<file path="config.mk">
export PLATFORM = sky130hd
export DESIGN_NAME = instruction_fetch
export DESIGN_NICKNAME = d
export VERILOG_FILES = /design/src/rtl/instruction_fetch.sv
export SDC_FILE = /design/constraint.sdc
export NUM_CORES = 1
export LEC_CHECK = 0
export ABC_CLOCK_PERIOD_IN_PS = 3680
export BUFFER_PORTS_ARGS = -buffer_cell sky130_fd_sc_hd__buf_2
export CAP_MARGIN = 15
export CORE_ASPECT_RATIO = 2
export CORE_MARGIN = 2
export CORE_UTILIZATION = 52
export DETAILED_ROUTE_END_ITERATION = 12
export PLACE_DENSITY = 0.85
export SYNTH_ARGS = -nofsm -noshare
export SYNTH_HDL_FRONTEND = slang
export SYNTH_SLANG_ARGS = --single-unit
</file>
<file path="constraint.sdc">
create_clock -name clk -period 3.68 [get_ports clk]
set_input_delay 0.184 -clock clk [delete_from_list [all_inputs] [get_ports clk]]
set_output_delay 0.184 -clock clk [all_outputs]
set_load 0.01 [all_outputs]
</file>
<file path="src/rtl/instruction_fetch.sv">
// rtl/instruction_fetch.sv - single-stage instruction fetch with branch redirect, stall and halt
// The pc drives program memory directly; the returned word is registered into instr_out one edge later.
module instruction_fetch #(
  parameter int          N      = 8,
  parameter int          AddrSz = 6,
  parameter logic [N-1:0] HaltOp = '1
) (
  input  logic              clk,
  input  logic              n_reset,
  output logic [AddrSz-1:0] pc_addr,
  input  logic [N+15:0]     instr_in,
  input  logic              stall,
  input  logic              branch_en,
  input  logic              branch_rel,
  input  logic [AddrSz-1:0] branch_target,
  output logic [N+15:0]     instr_out,
  output logic [AddrSz-1:0] instr_pc,
  output logic              instr_valid,
  output logic              halted
);

  typedef enum logic {RUN = 1'b0, HALTED = 1'b1} state_t;

  localparam logic [AddrSz-1:0] PcOne = {{(AddrSz-1){1'b0}}, 1'b1};

  state_t            r_state;
  state_t            w_state_next;
  logic [AddrSz-1:0] r_pc;
  logic [N+15:0]     r_instr;
  logic [AddrSz-1:0] r_instr_pc;
  logic              r_valid;
  logic              w_is_halt;
  logic              w_branch_take;
  logic [AddrSz-1:0] w_branch_pc;

  assign w_is_halt     = (instr_in[N+15:16] == HaltOp);
  assign w_branch_take = branch_en && r_valid && !stall && (r_state == RUN);
  // Same-width addition gives the sign-extended relative target modulo 2^AddrSz.
  assign w_branch_pc   = branch_rel ? (r_instr_pc + branch_target) : branch_target;

  always_ff @(posedge clk) begin
    if (!n_reset) begin
      r_state <= RUN;
    end else begin
      r_state <= w_state_next;
    end
  end

  always_comb begin
    w_state_next = r_state;
    if (r_state == RUN && !stall && !w_branch_take && w_is_halt) begin
      w_state_next = HALTED;
    end
  end

  always_ff @(posedge clk) begin
    if (!n_reset) begin
      r_pc       <= '0;
      r_instr    <= '0;
      r_instr_pc <= '0;
      r_valid    <= 1'b0;
    end else if (!stall) begin
      if (r_state == HALTED) begin
        r_valid <= 1'b0;
      end else if (w_branch_take) begin
        r_pc    <= w_branch_pc;
        r_valid <= 1'b0;
      end else begin
        r_instr    <= instr_in;
        r_instr_pc <= r_pc;
        r_valid    <= 1'b1;
        if (!w_is_halt) begin
          r_pc <= r_pc + PcOne;
        end
      end
    end
  end

  assign pc_addr     = r_pc;
  assign instr_out   = r_instr;
  assign instr_pc    = r_instr_pc;
  assign instr_valid = r_valid;
  assign halted      = (r_state == HALTED);

endmodule

</file>
==> flow_summary_export.csv, run 1 <==
group,metric,value,unit
final_layout,fin_area,2310,µm²
cts,cts.clk_slew.worst_paths,70,ps
detailed_routing,routed_wl,4390,µm
power,total_power,0.920,mW
critical_path,cp_slowest_stage_delay,420,ps
global_route,antenna_found_initial,0,
cts,htreeDepth,2,
die,core.rowCount,30,
final_layout,syn2layout_area_growth,25.9,%
sta,hold_violations,0,
detailed_routing,ant_nets,0,
critical_path,cp_slowest_cell,"a211oi_1",
critical_path,startpoint_type,"flop",
synth,synthFlopType,"dfxtp_1",
synth,ys_seq_area_share,41.4,%
global_route,gr-usage-all-layers,22.8,%
cts,cts_root_buffer,"clkbuf_8",
detailed_routing,dr.pass1.iters,4,
detailed_routing,post-route-drc-count,0,
cts,cts_made_buffers,5,
die,io_pins,73,
power,powerDensity,397,nW/µm²
sta,rsz0062_at_grt,"false",
critical_path,path_cells,"ha_1, a211oi_1, nor3_2, mux2i_1, a2111oi_2, o221a_2",
final_layout,drive_gt1_share,29.4,%
worst_hold_path,hold_class,"in2reg",
sta,worst_clock_skew,2.58,ps
synth,synth_edf_count,0,
die,die_w,46.1,µm
sta,setup_violations,0,
sta,maxSlewHeadroom,32.1,%
detailed_routing,vias,1781,
synth,syn_area_per_cell,8.14,µm²
global_route,grt_pass1_vias,1717,
critical_path,crit_arrival,2170,ps
detailed_routing,wl_per_cell,13.4,µm
sta,layout_min_cycle_time,1940,ps
cts,clk_path_buf_depth,2,
global_route,overflow,0,
critical_path,critPathBufInv,0,
die,dieArea,4060,µm²
global_route,grt_pass1_wl,6950,µm
critical_path,crit_type,"reg2reg",
power,net-switching-power,0.231,mW
synth,yosysTopAreaCellShare,41.4,%
cts,cts_tree,"built",
cts,cts_sinks,38,
power,seq_power_share,48.7,%
synth,ys_warn_count,0,
synth,async_flop_share,0,%
die,die_height,88.1,µm
status,status,"finished clean",
critical_path,crit_family,"compound AO/OA/AOI/OAI gates",
cts,postCtsResizedCells,0,
synth,synth_largest_area_cell,"dfxtp_1",
synth,netlist_top_cells_count,"nand2_1, dfxtp_1, a21boi_0",
power,p_leak,1.06,nW
placement,gp_congestion,0.770,
synth,syn-num-nets,268,
cts,post_cts_buffers,0,
power,power.share.clock,37.0,%
synth,syn_inst,226,
sta,finalSetupTns,0,ps
final_layout,regArea,761,µm²
die,core-area,3380,µm²
flow_run,drv_cap,0,
synth,ys_types,35,
critical_path,cp_max_fo,4,
critical_path,required,3910,ps
final_layout,fin_nets,337,
sta,tightest_slew,1020,ps
power,power.internal,0.689,mW
synth,synth_area_leaders,"dfxtp_1, nand2_1, a21boi_0, ha_1, a21oi_1",
sta,timing.hold.ws,140,ps
power,power_frac_comb,14.3,%
final_layout,n_antenna_cell,0,
placement,port_buffers,72,
synth,synth-seq-cells,38,
placement,post_dp_cell_area,2210,µm²
synth,syn_area,1840,µm²
final_layout,multiInputGateArea,1020,µm²
cts,holdBufCountCts,0,
synth,yosysMostFrequentCell,"nand2_1",
die,start_util,54.4,%
global_route,grt_start_max_net_pins,39,
cts,clock_latency,280,ps
placement,dp_hpwl,3240,µm
sta,finalMaxSlewViolations,0,
sta,timing.fmax,516,MHz
detailed_routing,first_iter_violations,32,
power,peakVddDrop,0.310,mV
detailed_routing,via_per_inst,5.43,
critical_path,end_kind,"flop",
power,swShare,25.1,%
final_layout,fill_cells,301,
sta,fin_crit_sh,52.7,%
==> path summary, 6_finish.rpt <==
kind	start	end	slack, ps	cells after the start
hold reg to reg	instr_out[17]$_SDFFE_PN0P_	instr_out[17]$_SDFFE_PN0P_	460	2
hold / removal	instr_in[1]	instr_out[1]$_SDFFE_PN0P_	140	3
setup / recovery	instr_pc[1]$_SDFFE_PN0P_	pc_addr[5]$_SDFFE_PN0P_	1740	6
setup reg to reg	instr_pc[1]$_SDFFE_PN0P_	pc_addr[5]$_SDFFE_PN0P_	1740	6
==> power by group through the flow <==
| stage | sequential, mW | clock [mW] | combinational, mW |
|---|---|---|---|
| floorplan | 0.465 | 0 | 0.0668 |
| global placement | 0.455 | 0 | 0.130 |
| detailed placement | 0.456 | 0 | 0.133 |
| CTS | 0.447 | 0.348 | 0.133 |
| global route | 0.450 | 0.363 | 0.147 |
| finish | 0.447 | 0.341 | 0.132 |
==> worst min-delay path: stages <==
cell	delay [ps]
buf_2	90
nand2_1	40
a21boi_0	60
==> per-stage QoR <==
step           utilization [%]  setup slack [ps]  std cells
2_1_floorplan                -              1810        226
3_5_place_dp              65.3              1750        320
5_1_grt                   68.5              1610        328
6_report                  68.5              1740        328
3_3_place_gp              65.3              1830        320
4_1_cts                   68.5              1730        328
==> layout make-up <==
| cell class | count | share of cell area (%) |
|---|---|---|
| Multi-Input combinational cell | 173 | 44.0 |
| Sequential cell | 38 | 32.9 |
| Timing Repair Buffer | 74 | 16.2 |
| Clock buffer | 5 | 2.97 |
| Clock inverter | 3 | 1.73 |
| Tap cell | 32 | 1.73 |
| Inverter | 3 | 0.486 |
==> kinds of logic after synthesis <==
logic type	synth area share, %
AO/OA/AOI/OAI	21.0
XOR/XNOR	1.43
adder cells (fa/ha/maj)	5.17
buffers and inverters	3.54
flip-flops	41.4
multiplexers	2.79
AND/OR/NAND/NOR	24.8
==> state kept, by name (all words and copies together) (netlist names) <==
signal,cells
halted,1
instr_out,24
instr_pc,6
pc_addr,6
instr_valid,1
==> cells in the final DEF, fill, tap and decap left out, types with 2 or more instances in the layout <==
master	count
nand3_1	4
ha_1	6
clkbuf_8	5
nand2b_1	2
nor3_2	2
nand2_1	70
o21ai_0	3
nor3b_1	2
buf_2	72
inv_1	3
a21oi_1	9
xnor2_1	2
mux2i_1	4
a211oi_1	4
nor3_1	4
a21boi_0	33
nor2_1	9
o31ai_1	2
nand4_1	3
dfxtp_1	38
buf_4	2
clkinv_2	2
==> per-layer routing <==
layer / vias up / part of all wire, % / track usage, %
met1: 811 / 39 / 23.4
li1: 908 / - / -
met5: - / 0 / 0
met3: 9 / 4.0 / 4.12
met4: 0 / 1.7 / 8.83
met2: 53 / 56 / 42.6
No activity file was read; power rests on OpenSTA's default activity.
==> run 2: changes to the inputs <==
==> config.mk (replaced) <==
export PLATFORM = sky130hd
export DESIGN_NAME = instruction_fetch
export DESIGN_NICKNAME = d
export VERILOG_FILES = /design/src/rtl/instruction_fetch.sv
export SDC_FILE = /design/constraint.sdc
export NUM_CORES = 1
export LEC_CHECK = 0
export ABC_CLOCK_PERIOD_IN_PS = 1800
export BUFFER_PORTS_ARGS = -buffer_cell sky130_fd_sc_hd__buf_2
export CAP_MARGIN = 15
export CORE_ASPECT_RATIO = 2
export CORE_MARGIN = 2
export CORE_UTILIZATION = 48
export DETAILED_ROUTE_END_ITERATION = 12
export PLACE_DENSITY = 0.79
export SYNTH_ARGS = -nofsm -noshare
export SYNTH_HDL_FRONTEND = slang
export SYNTH_SLANG_ARGS = --single-unit
==> constraint.sdc (replaced) <==
create_clock -name clk -period 1.8 [get_ports clk]
set_input_delay 0.09 -clock clk [delete_from_list [all_inputs] [get_ports clk]]
set_output_delay 0.09 -clock clk [all_outputs]
set_load 0.01 [all_outputs]
==> run 2 against run 1 <==
- routed wire length up 5.5%
- largest cell class unchanged
- design area up 5.3%
- highest routed layer unchanged
- clock-buffer cell count unchanged
- fmax up 12%
- register-to-register slack worse by 1700 ps
- clock power up 110%
==> flow_summary_export.csv, run 2 (synthesis gave the netlist of run 1 again) <==
group,metric,value,unit
sta,timing.fmax,575,MHz
die,die_w,47.8,µm
cts,cts_root_buffer,"clkbuf_8",
status,status,"finished clean",
sta,fin_crit_sh,96.6,%
sta,layout_min_cycle_time,1740,ps
flow_run,drv_cap,0,
final_layout,syn2layout_area_growth,32.5,%
global_route,overflow,0,
final_layout,final_cell_mix,"buf_2, nand2_1, dfxtp_1",
global_route,grt_start_max_net_pins,39,
worst_hold_path,min_to,"instr_out[9]$_SDFFE_PN0P_",
critical_path,r2r_slack,60,ps
detailed_routing,via_per_inst,5.17,
die,io_pins,73,
cts,clk_path_buf_depth,2,
final_layout,layout_commonest_cell,"buf_2",
sta,setup_violations,0,
placement,port_buffers,72,
sta,hold_violations,0,
detailed_routing,first_iter_violations,36,
detailed_routing,vias,1821,
detailed_routing,post-route-drc-count,0,
sta,worst_clock_skew,6.25,ps
sta,finalSetupTns,0,ps
cts,htreeDepth,2,
final_layout,n_antenna_cell,0,
global_route,grt_pass1_vias,1726,
critical_path,end_kind,"flop",
global_route,grt_pass1_wl,7220,µm
sta,setup_ws,60.8,ps
power,total_power,1.91,mW
critical_path,crit_arrival,1960,ps
detailed_routing,routed_wl,4630,µm
final_layout,fin_area,2440,µm²
final_layout,drive_gt1_share,33.7,%
power,peakVddDrop,1.11,mV
cts,cts.clk_slew.worst_paths,80,ps
worst_hold_path,hold_depth,3,
power,p_leak,1.11,nW
die,core.rowCount,31,
worst_hold_path,hold_class,"in2reg",
cts,clock_latency,280,ps
placement,post_dp_cell_area,2290,µm²
cts,cts_sinks,38,
detailed_routing,dr.pass1.iters,4,
final_layout,fin_nets,344,
cts,cts_made_buffers,5,
critical_path,worstReg2RegEnd,"pc_addr[4]$_SDFFE_PN0P_",
sta,finalMaxSlewViolations,0,
die,start_util,50.4,%
die,core-area,3650,µm²
placement,preCtsSetupSlack,-72.4,ps
die,dieArea,4370,µm²
power,powerDensity,784,nW/µm²
die,die_height,91.5,µm
worst_hold_path,hp-start,"instr_in[9]",
critical_path,crit_type,"reg2reg",
sta,tightest_slew,555,ps
sta,rsz0062_at_grt,"true",
critical_path,startpoint_type,"flop",
global_route,use_met2,40.6,%
placement,gp_congestion,0.772,
sta,maxSlewHeadroom,63.0,%
critical_path,r2r-start,"instr_pc[0]$_SDFFE_PN0P_",
final_layout,layout.cells.non_filler,352,
global_route,grt_util_met1,23.3,%
placement,dp_hpwl,3460,µm
critical_path,critPathLaunch,"instr_pc[0]$_SDFFE_PN0P_",
critical_path,required,2020,ps
detailed_routing,ant_nets,0,
placement,placed_cells,343,
global_route,use_met3,3.58,%
global_route,grt.busiest_layer,"met2",
global_route,antenna_found_initial,0,
critical_path,rr_worst_depth,8,
final_layout,largest_register_ffs,24,
cts,cts_tree,"built",
critical_path,cp_max_fo,2,
global_route,gr-usage-all-layers,22.0,%
detailed_routing,wl_per_cell,13.1,µm
==> run 2: cell types whose count changed in the layout (fill, tap and decap cells not counted), sizes merged <==
cell | previous run | this run
buf | 74 | 81
==> run 2: worst max-delay path by stage <==
stage,end,slack [ps]
global route,pc_addr[4]$_SDFFE_PN0P_,-30
global placement,pc_addr[5]$_SDFFE_PN0P_,-50
floorplan,pc_addr[5]$_SDFFE_PN0P_,7
detailed placement,pc_addr[5]$_SDFFE_PN0P_,-70
CTS,pc_addr[4]$_SDFFE_PN0P_,8
finish,pc_addr[4]$_SDFFE_PN0P_,60
==> run 2: what timing repair did <==
| action | 4_1_cts | 5_1_grt |
|---|---|---|
| pin swaps | 2 | 5 |
| hold buffers | 0 | 0 |
| buffers inserted | 1 | 0 |
| resized for setup | 3 | 2 |
| setup endpoints to repair | 2 | 2 |
==> run 2: final cells by class <==
class / instances / area [µm²]
Fill cell: 350 / 1210
Clock buffer: 5 / 68.8
Inverter: 3 / 11.3
Sequential cell: 38 / 762
Clock inverter: 3 / 40.0
Timing Repair Buffer: 81 / 440
Tap cell: 49 / 61.3
Multi-Input combinational cell: 173 / 1050
==> run 2: metrics by stage <==
| stage | utilization [%] | hold WS [ps] |
|---|---|---|
| after detailed placement | 62.9 | 349 |
| after floorplan | - | 235 |
| after global placement | 62.9 | 341 |
| after CTS | 66.7 | 45.1 |
| final | 66.8 | 47.6 |
| after global routing | 66.8 | 47.5 |
==> run 2: critical path, cell delays in order (launching register included) <==
cell and delay [ps]:
dfxtp_2 350, ha_4 140, inv_2 30, fa_2 340
nand2b_4 150, a21oi_2 140, mux2i_1 80, or3_1 340
a21oi_1 120
==> run 2: routing by layer <==
| layer | wire length, µm | vias up |
|---|---|---|
| li1 | - | 922 |
| met1 | 1790 | 854 |
| met2 | 2620 | 40 |
| met3 | 154 | 5 |
| met4 | 57 | 0 |
| met5 | 0 | - |
==> run 2: power breakdown <==
| group | switching, mW | internal (mW) | total [mW] |
|---|---|---|---|
| combinational | 0.161 | 0.135 | 0.296 |
| sequential | 0.0306 | 0.884 | 0.915 |
| clock | 0.293 | 0.408 | 0.701 |
==> run 3: changes to the inputs <==
--- a/config.mk
+++ b/config.mk
@@ -6,13 +6,13 @@
 export NUM_CORES = 1
 export LEC_CHECK = 0
 export ABC_CLOCK_PERIOD_IN_PS = 1800
-export BUFFER_PORTS_ARGS = -buffer_cell sky130_fd_sc_hd__buf_2
 export CAP_MARGIN = 15
 export CORE_ASPECT_RATIO = 2
 export CORE_MARGIN = 2
-export CORE_UTILIZATION = 48
+export CORE_UTILIZATION = 55
 export DETAILED_ROUTE_END_ITERATION = 12
-export PLACE_DENSITY = 0.79
+export DONT_BUFFER_PORTS = 1
+export PLACE_DENSITY = 0.7
 export SYNTH_ARGS = -nofsm -noshare
 export SYNTH_HDL_FRONTEND = slang
 export SYNTH_SLANG_ARGS = --single-unit
==> run 3 against run 2 <==
- sequential power rose by 2.6%
- clock skew fell by 1.6 ps
- design area fell by 4.2%
- sequential cell count did not move
- worst setup slack got worse by 36 ps
- hold slack improved by 1.7 ps
==> flow_summary_export.csv, run 3 (synthesis gave the netlist of run 1 again) <==
group,metric,value,unit
final_layout,regArea,763,µm²
global_route,antenna_found_initial,0,
sta,setup_violations,0,
critical_path,crit_type,"reg2reg",
detailed_routing,routed_wl,4570,µm
global_route,grt_pass1_vias,1813,
detailed_routing,wl_per_cell,15.7,µm
critical_path,critPathCapture,"pc_addr[4]$_SDFFE_PN0P_",
sta,layout_min_cycle_time,1780,ps
critical_path,rr_worst_depth,8,
critical_path,cp_slowest_stage_delay,360,ps
critical_path,cp_max_fo,2,
sta,maxSlewHeadroom,29.4,%
power,powerDensity,737,nW/µm²
critical_path,r2r_slack,20,ps
global_route,gr-usage-all-layers,26.3,%
placement,dp_hpwl,3220,µm
critical_path,end_kind,"flop",
sta,tightest_slew,1060,ps
final_layout,multiInputGateArea,1060,µm²
power,p_leak,0.903,nW
final_layout,layout_commonest_cell,"nand2_1",
sta,finalMaxSlewViolations,0,
cts,clk_path_buf_depth,2,
placement,port_buffers,0,
die,io_pins,73,
sta,fin_crit_sh,98.6,%
final_layout,fill_cells,247,
global_route,grt_pass1_wl,7640,µm
cts,clock_latency,280,ps
cts,cts_made_buffers,5,
cts,htreeDepth,2,
critical_path,path_cells,"ha_4, inv_2, fa_2, nand2b_4, a21oi_4, mux2i_1, or3_1, a21oi_2",
sta,hold_violations,0,
final_layout,drive_gt1_share,13.8,%
global_route,overflow,0,
sta,timing.fmax,563,MHz
die,dieArea,3850,µm²
cts,cts_sinks,38,
final_layout,syn2layout_area_growth,26.9,%
critical_path,critPathLaunch,"instr_pc[0]$_SDFFE_PN0P_",
final_layout,fin_nets,303,
critical_path,startpoint_type,"flop",
critical_path,r2r-start,"instr_pc[0]$_SDFFE_PN0P_",
sta,rsz0062_at_grt,"true",
die,core-area,3190,µm²
global_route,grt_start_max_net_pins,39,
status,status,"finished clean",
critical_path,required,2020,ps
die,core.rowCount,29,
die,start_util,57.6,%
cts,cts_root_buffer,"clkbuf_8",
final_layout,layout.cells.non_filler,292,
final_layout,n_antenna_cell,0,
die,die_height,85.8,µm
final_layout,largest_register_ffs,24,
critical_path,cp_slowest_cell,"dfxtp_2",
critical_path,crit_arrival,1990,ps
flow_run,drv_cap,0,
placement,gp_congestion,0.807,
die,die_w,44.9,µm
placement,placed_cells,257,
detailed_routing,dr.pass1.iters,4,
critical_path,worstReg2RegEnd,"pc_addr[4]$_SDFFE_PN0P_",
sta,worst_clock_skew,4.62,ps
detailed_routing,first_iter_violations,40,
power,peakVddDrop,0.923,mV
sta,timing.hold.ws,49.3,ps
final_layout,final_cell_mix,"nand2_1, dfxtp_1, a21boi_0",
detailed_routing,vias,1692,
detailed_routing,via_per_inst,5.79,
cts,cts.clk_slew.worst_paths,70,ps
detailed_routing,post-route-drc-count,0,
detailed_routing,ant_nets,0,
worst_hold_path,hold_class,"in2reg",
cts,cts_tree,"built",
-- run 3: cell types whose count changed in the layout (fill, tap and decap cells not counted) --
cell | previous run | this run
a21oi_1 | 7 | 6
buf_4 | 8 | 13
dfxtp_2 | 1 | 2
dfxtp_1 | 37 | 36
buf_2 | 72 | 0
bufinv_16 | 1 | 0
dlygate4sd3_1 | 0 | 26
a21oi_4 | 0 | 1
-- run 3: power by group --
group | internal, mW | total [mW] | leakage (nW) | switching [mW]
Clock | 0.260 | 0.538 | 0.0438 | 0.278
Combinational | 0.126 | 0.244 | 0.547 | 0.118
Sequential | 0.885 | 0.939 | 0.312 | 0.0540
-- run 3: area by class of cell --
class / count / share of cell area (%)
multi-input cells: 173 / 45.6
flip-flops and latches: 38 / 32.7
repair buffers: 40 / 16.2
clock buffers: 5 / 2.95
well taps: 31 / 1.66
inverters: 3 / 0.482
clock inverters: 2 / 0.429
-- run 3: worst min path at each step --
stage / depth (start not counted) / from / to / slack, ps
2_1_floorplan: 2 / instr_in[10] / instr_out[10]$_SDFFE_PN0P_ / 230
3_3_place_gp: 1 / n_reset / halted$_SDFFE_PN0P_ / 230
3_5_place_dp: 1 / n_reset / halted$_SDFFE_PN0P_ / 230
4_1_cts: 3 / stall / instr_pc[3]$_SDFFE_PN0P_ / 40
5_1_grt: 3 / stall / instr_pc[3]$_SDFFE_PN0P_ / 50
6_report: 3 / stall / instr_pc[3]$_SDFFE_PN0P_ / 50
-- run 3: repair_timing --
item	in CTS	in global routing
endpoints found under the setup margin	2	2
hold endpoints to repair	38	0
hold buffers	26	0
buffers inserted	1	1
pin swaps	0	7
resized for setup	2	6
-- run 3: per-stage QoR --
stage | util [%] | setup slack [ps] | cell area [µm²] | TNS [ps] | power [mW]
final | 73.1 | 24.7 | 2330 | 0 | 1.72
after global routing | 73.1 | -47.0 | 2330 | -47.0 | 1.81
after CTS | 72.1 | 1.13 | 2300 | 0 | 1.74
after detailed placement | 60.8 | -41.1 | 1940 | -64.5 | 1.14
after global placement | 60.8 | 4.53 | 1940 | 0 | 1.12
after floorplan | - | 6.87 | 1850 | 0 | 1.09
-- run 3: metal layers --
metal  wire length, µm  track usage, %
met5                 0               0
met2              2570            49.1
met3               268            6.74
met4                56            11.2
met1              1680            25.5
-- run 3: critical path: cells and delay by family, from the launching register on --
| family | cells | cell delay (ps) |
|---|---|---|
| adder cells (fa/ha/maj) | 2 | 510 |
| AND/OR/NAND/NOR | 2 | 480 |
| flip-flops | 1 | 360 |
| AO/OA/AOI/OAI | 2 | 270 |
| multiplexers | 1 | 80 |
| buffers and inverters | 1 | 40 |
